--- src/rtl/rdn_weight_st.sv ---
// rdn_weight_st -- RDN weight store / readback engine.
//
// Walks every neuron weight register in bank order A, B, C through the bank
// read ports, packs the weights into LINE_WORDS x 16-bit memory lines and
// writes each line to memory over a req/ack handshake. Every neuron starts a
// new line; unused words of a line are zero.
//
// Optional feature macro: RDN_WST_CHECKSUM_EN
//   defined   : checksum = 16-bit wrapping sum of every captured weight,
//               cleared on go, stable from done until the next go.
//   undefined : checksum tied to 0.
//
// Ports:
//   clk, rst                  clock, synchronous active-high reset
//   go                        start pulse (only honoured in IDLE)
//   a/b/c_rd_data             bank read data, valid the cycle after the strobe
//   read_a/b/c                bank read strobes
//   a/b/c_sel                 neuron index (0 when that bank is not read)
//   a/b/c_weight_sel          weight index (0 when that bank is not read)
//   mem_wr_req/addr/data/ack  line write handshake; data word i at [16*i +: 16]
//   busy                      high outside IDLE/FIN
//   done                      one-cycle pulse after the final line is acked
//   checksum                  see macro note above
module rdn_weight_st #(
   parameter int A_NEURONS  = 15,
   parameter int A_WEIGHTS  = 401,
   parameter int B_NEURONS  = 15,
   parameter int C_NEURONS  = 36,
   parameter int BC_WEIGHTS = 16,
   parameter int LINE_WORDS = 32
) (
   input  logic                         clk,
   input  logic                         rst,
   input  logic                         go,
   input  logic signed [15:0]           a_rd_data,
   input  logic signed [15:0]           b_rd_data,
   input  logic signed [15:0]           c_rd_data,
   output logic                         read_a,
   output logic                         read_b,
   output logic                         read_c,
   output logic [3:0]                   a_sel,
   output logic [3:0]                   b_sel,
   output logic [5:0]                   c_sel,
   output logic [8:0]                   a_weight_sel,
   output logic [3:0]                   b_weight_sel,
   output logic [3:0]                   c_weight_sel,
   output logic                         mem_wr_req,
   output logic [7:0]                   mem_wr_addr,
   output logic [LINE_WORDS*16-1:0]     mem_wr_data,
   input  logic                         mem_wr_ack,
   output logic                         busy,
   output logic                         done,
   output logic [15:0]                  checksum
);

   localparam int IW     = $clog2(LINE_WORDS);
   localparam int A_LPN  = (A_WEIGHTS + LINE_WORDS - 1) / LINE_WORDS;
   localparam int BC_LPN = (BC_WEIGHTS + LINE_WORDS - 1) / LINE_WORDS;
   // Address of the last line of each bank; its ack moves to the next bank.
   localparam logic [7:0] A_LAST = 8'(A_NEURONS * A_LPN - 1);
   localparam logic [7:0] B_LAST = 8'(A_NEURONS * A_LPN + B_NEURONS * BC_LPN - 1);
   localparam logic [7:0] C_LAST = 8'(A_NEURONS * A_LPN + (B_NEURONS + C_NEURONS) * BC_LPN - 1);
   localparam logic [8:0] A_WLAST  = 9'(A_WEIGHTS - 1);
   localparam logic [8:0] BC_WLAST = 9'(BC_WEIGHTS - 1);

   typedef enum logic [2:0] {IDLE, RD_A, RD_B, RD_C, WR, FIN} state_t;

   state_t state_q, state_d, ret_q;

   logic [5:0]                   sel_q;
   logic [8:0]                   wsel_q;
   logic [7:0]                   addr_q;
   logic [LINE_WORDS-1:0][15:0]  buf_q;

   // One-deep read pipeline: the read issued this cycle is captured next cycle.
   logic                         pend_vld_q;
   logic                         pend_last_q;
   logic [IW-1:0]                pend_idx_q;
   logic [1:0]                   pend_bank_q;

   logic                         rd_en;
   logic                         in_rd;
   logic [8:0]                   wlast;
   logic                         neuron_end;
   logic                         line_end;
   logic [1:0]                   bank_code;
   logic [15:0]                  cap_data;

   assign in_rd      = (state_q == RD_A) || (state_q == RD_B) || (state_q == RD_C);
   assign wlast      = (state_q == RD_A) ? A_WLAST : BC_WLAST;
   assign neuron_end = (wsel_q == wlast);
   assign line_end   = neuron_end || (&wsel_q[IW-1:0]);
   assign bank_code  = (state_q == RD_A) ? 2'd0 : (state_q == RD_B) ? 2'd1 : 2'd2;

   always_comb begin
      cap_data = a_rd_data;
      case (pend_bank_q)
         2'd1:    cap_data = b_rd_data;
         2'd2:    cap_data = c_rd_data;
         default: cap_data = a_rd_data;
      endcase
   end

   // Next-state: reads stop in the cycle the last word of a line is captured.
   always_comb begin
      state_d = state_q;
      rd_en   = 1'b0;
      case (state_q)
         IDLE: if (go) state_d = RD_A;
         RD_A, RD_B, RD_C: begin
            if (pend_last_q) state_d = WR;
            else             rd_en   = 1'b1;
         end
         WR: begin
            if (mem_wr_ack) begin
               if      (addr_q == C_LAST) state_d = FIN;
               else if (addr_q == B_LAST) state_d = RD_C;
               else if (addr_q == A_LAST) state_d = RD_B;
               else                       state_d = ret_q;
            end
         end
         FIN:     state_d = IDLE;
         default: state_d = IDLE;
      endcase
   end

   always_ff @(posedge clk) begin
      if (rst) begin
         state_q     <= IDLE;
         ret_q       <= IDLE;
         sel_q       <= '0;
         wsel_q      <= '0;
         addr_q      <= '0;
         buf_q       <= '0;
         pend_vld_q  <= 1'b0;
         pend_last_q <= 1'b0;
         pend_idx_q  <= '0;
         pend_bank_q <= '0;
      end else begin
         state_q     <= state_d;
         pend_vld_q  <= rd_en;
         pend_last_q <= rd_en & line_end;
         pend_idx_q  <= wsel_q[IW-1:0];
         pend_bank_q <= bank_code;

         if (rd_en) begin
            if (neuron_end) begin
               wsel_q <= '0;
               sel_q  <= sel_q + 6'd1;
            end else begin
               wsel_q <= wsel_q + 9'd1;
            end
         end

         if (pend_vld_q) buf_q[pend_idx_q] <= cap_data;

         if (in_rd && pend_last_q) ret_q <= state_q;

         if (state_q == IDLE && go) begin
            buf_q  <= '0;
            addr_q <= '0;
            sel_q  <= '0;
            wsel_q <= '0;
         end

         if (state_q == WR && mem_wr_ack) begin
            buf_q <= '0;
            if (addr_q != C_LAST) addr_q <= addr_q + 8'd1;
            // Neuron index restarts when moving to the next bank.
            if (addr_q == A_LAST || addr_q == B_LAST) sel_q <= '0;
         end
      end
   end

`ifdef RDN_WST_CHECKSUM_EN
   logic [15:0] cks_q;
   always_ff @(posedge clk) begin
      if (rst)                        cks_q <= '0;
      else if (state_q == IDLE && go) cks_q <= '0;
      else if (pend_vld_q)            cks_q <= cks_q + cap_data;
   end
   assign checksum = cks_q;
`else
   assign checksum = '0;
`endif

   assign read_a       = rd_en && (state_q == RD_A);
   assign read_b       = rd_en && (state_q == RD_B);
   assign read_c       = rd_en && (state_q == RD_C);
   assign a_sel        = read_a ? sel_q[3:0]  : '0;
   assign b_sel        = read_b ? sel_q[3:0]  : '0;
   assign c_sel        = read_c ? sel_q       : '0;
   assign a_weight_sel = read_a ? wsel_q      : '0;
   assign b_weight_sel = read_b ? wsel_q[3:0] : '0;
   assign c_weight_sel = read_c ? wsel_q[3:0] : '0;

   assign mem_wr_req   = (state_q == WR);
   assign mem_wr_addr  = addr_q;
   assign mem_wr_data  = buf_q;
   assign busy         = (state_q != IDLE) && (state_q != FIN);
   assign done         = (state_q == FIN);

endmodule

--- config.mk ---
export PLATFORM = sky130hd
export DESIGN_NAME = rdn_weight_st
export DESIGN_NICKNAME = d
export VERILOG_FILES = /design/src/rtl/rdn_weight_st.sv
export SDC_FILE = /design/constraint.sdc
export NUM_CORES = 1
export LEC_CHECK = 0
export ABC_AREA = 1
export CAP_MARGIN = 20
export CORE_AREA = 2 2 244 246
export CTS_CLUSTER_DIAMETER = 60
export DETAILED_ROUTE_END_ITERATION = 8
export DIE_AREA = 0 0 246 248
export GPL_TIMING_DRIVEN = 0
export REMOVE_ABC_BUFFERS = 1
export SETUP_SLACK_MARGIN = 0.4
export SYNTH_ARGS = -nofsm -noshare
export SYNTH_HDL_FRONTEND = slang
export SYNTH_SLANG_ARGS = --single-unit
--- constraint.sdc ---
create_clock -name clk -period 4 [get_ports clk]
set_input_delay 0.8 -clock clk [delete_from_list [all_inputs] [get_ports clk]]
set_output_delay 0.8 -clock clk [all_outputs]
set_load 0.005 [all_outputs]
==> results.md, run 1 <==
* DRT iter0 DRCs at 1,404
* Cell with the most instances after synthesis: nor2_1
* NumNets Final at 3,295
* Yosys reg bits at 550
* Met2 Use GR at 0.421
* Cell mode on critical path: inv_1
* Max frequency at 291 MHz
* Die Footprint at 61,000 um^2
* Simple-gate area share of the yosys netlist at 0.238
* Critical path's slowest cell: clkdlybuf4s50_1
* GR peak layer: met2
* Die height at 248 um
* Clock transition at path regs at 60 ps
* Deepest clock path buffer count at 3
* CP Buf/Inv Count at 4
* Max FO, Critical Path at 8
* Input/output buffers at 608
* Largest net degree at the start of global routing at 60
* Slew HR at 0.279
* CTS buffer count at 58
* # fillers at 5,550
* Placed insts at 3,942
* Compound-Gate Fraction of Synth Area at 0.146
* Number of diodes at 0
* Post-DP HPWL at 57,800 um
* Register area share after synthesis at 0.542
* RSZ-0062 raised after global routing: no
* Mux share of post-synthesis cell area at 0
* Reg area at 11,000 um^2
* Post-synth ARST share at 0
* Final std cells w/o fill at 4,058
* Routed wire length per instance at 20.3 um
* Vias in the first global route at 18,886
* First-pass GRT wire length at 119,000 um
* Global Route met3 Usage at 0.0443
* DR vias at 20,317
* Share of layout cells above drive strength 1 at 0.0566
* Yosys warns at 0
* Worst-path cell chain: inv_1, nor3_1, inv_1, nor2_1, inv_1, nor2_1, clkdlybuf4s50_1
* # IOs at 625
* Power density over the cells at 474 nW/um^2
* CP Class: register to output pin
* Worst hold path type: register to register
* Synth Area in Adders at 0.00493
* Grt ovf at 0
* Final Cycle Share at 0.859
* WL final at 82,300 um
* Number of flops mapped to enable cells by yosys at 0
* Status: finished clean
* Finished layout cell area at 29,400 um^2
* Share of the synthesized area in the top cell type at 0.542
* Synth top area cells: dfxtp_1 54%, nor2_1 19%, o21ai_0 11%
* Final hold vios at 0
* Mapped Area at 20,300 um^2
* Top FF cell, synth: dfxtp_1
* Final ANT Viol Nets at 0
* Worst EP arrival at 2640 ps
* Drt pass-1 iters at 6
* Worst-Skew Late Latency at 630 ps
* Critical path startpoint category: register
* Core ar. at 58,500 um^2
* Synth Area in XOR/XNOR at 0.00216
* Final GP Congestion at 0.852
* Number of vias per cell at 5.01
* Commonest cells in the synthesized netlist: 1,046 x nor2_1, 550 x dfxtp_1, 463 x o21ai_0
* Clk_skew at 28.6 ps
* Total GRT Usage at 0.256
* # clock sinks at 550
* Area of the multi-input gates at 8180 um^2
* Syn avg cell area at 7.50 um^2
* Drt drc at 0
* Hold_buf cts at 0
* Final setup fails at 0
* Met1 Use GR at 0.327
* Synth Instances at 2,708
* Period minus WS final at 3440 ps
* Area leader, netlist: dfxtp_1
* Rows at 89
* Layout area overhead at 44.8%
* CP required at 3200 ps
* TritonCTS clock tree: yes
* Count of cell types in the netlist at 32
* Max-slew violation count at 0
* Leakage at 11.9 nW
* Root buffer cell: clkbuf_16
* H-tree depth at 2
* Max-cap viol count at 0
* Slew @ Worst Pin at 1080 ps
* Initial antenna violation count at 0
* Initial Utilization at 0.347
* Chip width at 246 um
* Top delay family on crit path: buffers and inverters
* Final core utilization at 0.503
* Worst vdd ir at 0.000359 V
* Crit. End Element: output pin
* Area after DPL at 27,300 um^2
* CP max stage delay at 520 ps
* Largest family of logic cells by synthesized area: simple AND/OR/NAND/NOR gates
* Tot Pwr at 13.9 mW
## worst paths after layout
path	startpoint	to	slack, ps	depth (start not counted)
worst min-delay path	mem_wr_data[271]	mem_wr_data[271]	460	2
worst max register to register	state_q[0]	mem_wr_data[129]	1130	11
worst max-delay path	state_q[1]	b_weight_sel[1]	560	7
worst min register to register	mem_wr_data[271]	mem_wr_data[271]	460	2
## final cells by class
type / instances / area share
inverter: 111 / 0.0142
sequential: 550 / 0.374
multi-input combinational: 1868 / 0.278
timing repair buffer: 646 / 0.232
clock buffer: 90 / 0.0609
tap: 773 / 0.0329
clock inverter: 20 / 0.00727
## metal layers
layer / vias to the layer above / share of wire
li1: 9632 / -
met1: 9587 / 0.41
met2: 902 / 0.47
met4: 0 / 0.045
met5: - / 0
met3: 196 / 0.076
## cell usage in the layout (no fill, tap or decap), types with 5 or more instances in the layout
cell type / instances
xor2_1: 5
o21ai_1: 11
nand4_1: 7
buf_16: 9
buf_12: 22
a21oi_1: 82
nand2_1: 151
nor3_1: 24
clkbuf_1: 10
nand3_1: 16
ha_1: 8
buf_4: 5
conb_1: 16
inv_1: 96
nor2_1: 1044
clkbuf_8: 22
dfxtp_1: 550
inv_2: 14
nor2_2: 9
clkbuf_16: 58
clkinv_2: 9
clkdlybuf4s50_1: 608
o21ai_0: 463
a21oi_4: 16
## worst register-to-register path, delay by kind of cell (launching register included)
| kind | cells | cell delay [ps] |
|---|---|---|
| flops | 1 | 350 |
| buf+inv | 5 | 1310 |
| compound gates | 1 | 150 |
| simple gates | 5 | 910 |
## metrics by stage
step	hold WS [ps]	setup TNS [ps]	setup slack, ps
after detailed placement	452	-3250	-74.2
after global placement	448	-2622780	-7080
after CTS	462	0	461
after floorplan	433	-564170	-2040
final	458	0	565
after global routing	478	0	405
## flip-flops by register name, indices dropped and copies added, names as in the netlist
name / flops
sel_q: 6
pend_idx_q: 5
wsel_q: 9
mem_wr_data: 512
state_q: 3
pend_last_q: 1
pend_vld_q: 1
ret_q: 3
mem_wr_addr: 8
pend_bank_q: 2
## power breakdown
| group | internal [mW] | leakage (nW) | switching [mW] | total [mW] |
|---|---|---|---|---|
| logic | 0.740 | 6.48 | 2.04 | 2.78 |
| clock network | 3.28 | 0.998 | 2.31 | 5.59 |
| registers | 5.53 | 4.43 | 0.0429 | 5.57 |
## what timing repair did
action | 4_1_cts | 5_1_grt
pin swaps | 0 | 1
setup buffers | 0 | 0
setup endpoints to repair | 10 | 90
cloned | 0 | 1
gates resized for setup | 6 | 2
## cells by family (layout without fill, tap and decap cells)
logic type | after synthesis | after routing
buffers and inverters | 306 | 867
AO/OA/AOI/OAI | 581 | 581
XOR/XNOR | 5 | 5
AND/OR/NAND/NOR | 1257 | 1258
adder cells (fa/ha/maj) | 8 | 8
flip-flops | 550 | 550
other | 1 | 16
(Power assumes the default switching activity.)
==> inputs of run 2 (changes only) <==
CORE_AREA = unset   (was 2 2 244 246)
CORE_UTILIZATION = 28   (was unset)
DIE_AREA = unset   (was 0 0 246 248)
HOLD_SLACK_MARGIN = 0.12   (was unset)
==> run 2 against run 1 <==
  * Routed wire length rose by 2.1%
  * Utilization fell by 8.3 points
  * Combinational power rose by 5%
  * Critical path type unchanged
  * Sequential cell count did not move
  * Count of clock-buffer cells in the layout rose by 5
  * Critical endpoint is now a_weight_sel[0]
  * Sequential share of layout area fell by 0.82 points
  * Register-to-register slack got worse by 280 ps
  * Die area rose by 21%
==> results.md, run 2 (synthesis results as in run 1) <==
* Worst-path cell chain: inv_1, nand3_1, nor2_2, clkinvlp_4, buf_4, nor2_1, clkdlybuf4s50_1 (was inv_1, nor3_1, inv_1, nor2_1, inv_1, nor2_1, clkdlybuf4s50_1)
* First-pass GRT wire length at 122,000 um (was 119,000 um)
* Worst EP arrival at 2620 ps (was 2640 ps)
* Top delay family on crit path: buffers and inverters (unchanged)
* Number of diodes at 0 (unchanged)
* Status: finished clean (unchanged)
* Final GP Congestion at 0.808 (was 0.852)
* WP depth at 7 (unchanged)
* Vias in the first global route at 18,574 (was 18,886)
* Clk_skew at 32.5 ps (was 28.6 ps)
* Worst vdd ir at 0.000345 V (was 0.000359 V)
* Rows at 98 (was 89)
* Layout area overhead at 48.1% (was 44.8%)
* Slew @ Worst Pin at 1090 ps (was 1080 ps)
* Leakage at 12.1 nW (was 11.9 nW)
* Net Switching at 4.69 mW (was 4.39 mW)
* Worst-Skew Late Latency at 610 ps (was 630 ps)
* DRT iter0 DRCs at 1,625 (was 1,404)
* WL final at 84,000 um (was 82,300 um)
* CP required at 3200 ps (about the same)
* Share of layout cells above drive strength 1 at 0.0637 (was 0.0566)
* Max FO, Critical Path at 8 (unchanged)
* # clock sinks at 550 (unchanged)
* Number of vias per cell at 4.71 (was 5.01)
* CP max stage delay at 530 ps (was 520 ps)
* Max-cap viol count at 0 (unchanged)
* Max frequency at 292 MHz (was 291 MHz)
* Die height at 271 um (was 248 um)
* Switching fraction of total power at 0.320 (was 0.315)
* Initial antenna violation count at 0 (unchanged)
* Slew HR at 0.272 (was 0.279)
* Final core utilization at 0.420 (was 0.503)
* Placed insts at 4,130 (was 3,942)
* CP Buf/Inv Count at 4 (unchanged)
* CP Class: register to output pin (unchanged)
* Drt pass-1 iters at 5 (was 6)
* Hold Crit Depth at 2 (unchanged)
* Worst hold path type: register to register (unchanged)
* Post-route setup TNS at 0 ps (unchanged)
* Max-slew violation count at 0 (unchanged)
* Root buffer cell: clkbuf_16 (unchanged)
* Clock transition at path regs at 50 ps (was 60 ps)
* Final std cells w/o fill at 4,261 (was 4,058)
* Largest net degree at the start of global routing at 51 (was 60)
* Final hold vios at 0 (unchanged)
* Grt ovf at 0 (unchanged)
* Die Footprint at 73,600 um^2 (was 61,000 um^2)
* Chip width at 271 um (was 246 um)
* Final ANT Viol Nets at 0 (unchanged)
* Core ar. at 71,600 um^2 (was 58,500 um^2)
* CTS buffer count at 67 (was 58)
* RSZ-0062 raised after global routing: no (unchanged)
* Period minus WS final at 3420 ps (was 3440 ps)
* TritonCTS clock tree: yes (unchanged)
* Initial Utilization at 0.284 (was 0.347)
* Routed wire length per instance at 19.7 um (was 20.3 um)
* Reg2Reg Depth at 14 (was 11)
* NumNets Final at 3,319 (was 3,295)
* Post-DP HPWL at 57,500 um (was 57,800 um)
* Clock power frac at 0.420 (was 0.401)
* DR vias at 20,055 (was 20,317)
* Critical path startpoint category: register (unchanged)
* # IOs at 625 (unchanged)
* H-tree depth at 3 (was 2)
* Final setup fails at 0 (unchanged)
* Crit. End Element: output pin (unchanged)
* Commonest non-fill, non-tap cell in the layout: nor2_1 (unchanged)
* Critical path's slowest cell: clkdlybuf4s50_1 (unchanged)
* Flip-flop count of the largest register after layout at 512 (unchanged)
* Pint at 9.98 mW (was 9.55 mW)
* Deepest clock path buffer count at 3 (unchanged)
* Total GRT Usage at 0.219 (was 0.256)
* Power density over the cells at 488 nW/um^2 (was 474 nW/um^2)
* Drt drc at 0 (unchanged)
* Area after DPL at 27,700 um^2 (was 27,300 um^2)
* Most frequent cells in the layout: 1,042 x nor2_1, 607 x clkdlybuf4s50_1, 550 x dfxtp_1, 463 x o21ai_0, 151 x nand2_1 (was 1,044 x nor2_1, 608 x clkdlybuf4s50_1, 550 x dfxtp_1, 463 x o21ai_0, 151 x nand2_1)
* Share of power burned in registers at 0.380 (was 0.400)
* Finished layout cell area at 30,100 um^2 (was 29,400 um^2)
* Final Cycle Share at 0.856 (was 0.859)
* Input/output buffers at 608 (unchanged)
* Fraction of power consumed by combinational cells at 0.200 (was 0.199)
[run 2: path summary, 6_finish.rpt]
kind | startpoint | endpoint | slack (ps)
worst max-delay path | state_q[2] | a_weight_sel[0] | 580
worst min-delay path | mem_wr_data[266] | mem_wr_data[266] | 460
worst max register to register | state_q[0] | mem_wr_data[141] | 850
worst min register to register | mem_wr_data[266] | mem_wr_data[266] | 460
[run 2: power by group through the flow]
stage | Combinational, mW | Clock, mW | Sequential [mW]
3_5_place_dp | 2.86 | 0 | 5.69
2_1_floorplan | 0.949 | 0 | 5.69
6_report | 2.93 | 6.17 | 5.57
5_1_grt | 3.03 | 6.53 | 5.58
3_3_place_gp | 2.26 | 0 | 5.69
4_1_cts | 2.90 | 6.30 | 5.57
[run 2: final cells by class]
cell class	count	area, um^2
Clock buffer	95	1960
Fill cell	7202	41500
Timing Repair Buffer	661	7020
Multi-Input combinational cell	1868	8190
Clock inverter	26	289
Inverter	111	425
Tap cell	950	1190
Sequential cell	550	11000
[run 2: metal layers]
| layer | vias up | part of all wire | global-route usage |
|---|---|---|---|
| met5 | - | 0 | 0 |
| met3 | 139 | 0.069 | 0.0489 |
| met1 | 9477 | 0.43 | 0.278 |
| li1 | 9695 | - | - |
| met4 | 0 | 0.032 | 0.0818 |
| met2 | 744 | 0.47 | 0.360 |
[run 2: timing repair]
| item | in CTS | in global routing |
|---|---|---|
| gates cloned | 1 | 0 |
| resized for setup | 8 | 4 |
| setup buffers | 1 | 2 |
| endpoints found under the hold margin | 0 | 0 |
| pin swaps | 1 | 0 |
| hold buffers | 0 | 0 |
| setup endpoints to repair | 137 | 60 |
[run 2: worst min-delay path: stages (launching register included)]
cell and delay, ps:
dfxtp_1 310, nand2_1 60, a21oi_1 50
[run 2: per-stage QoR]
stage,hold slack (ps),setup WS [ps],power [mW]
2_1_floorplan,433,-2040,6.63
3_3_place_gp,444,-8240,7.95
3_5_place_dp,450,-958,8.56
4_1_cts,459,415,14.8
5_1_grt,473,440,15.1
6_report,460,575,14.7
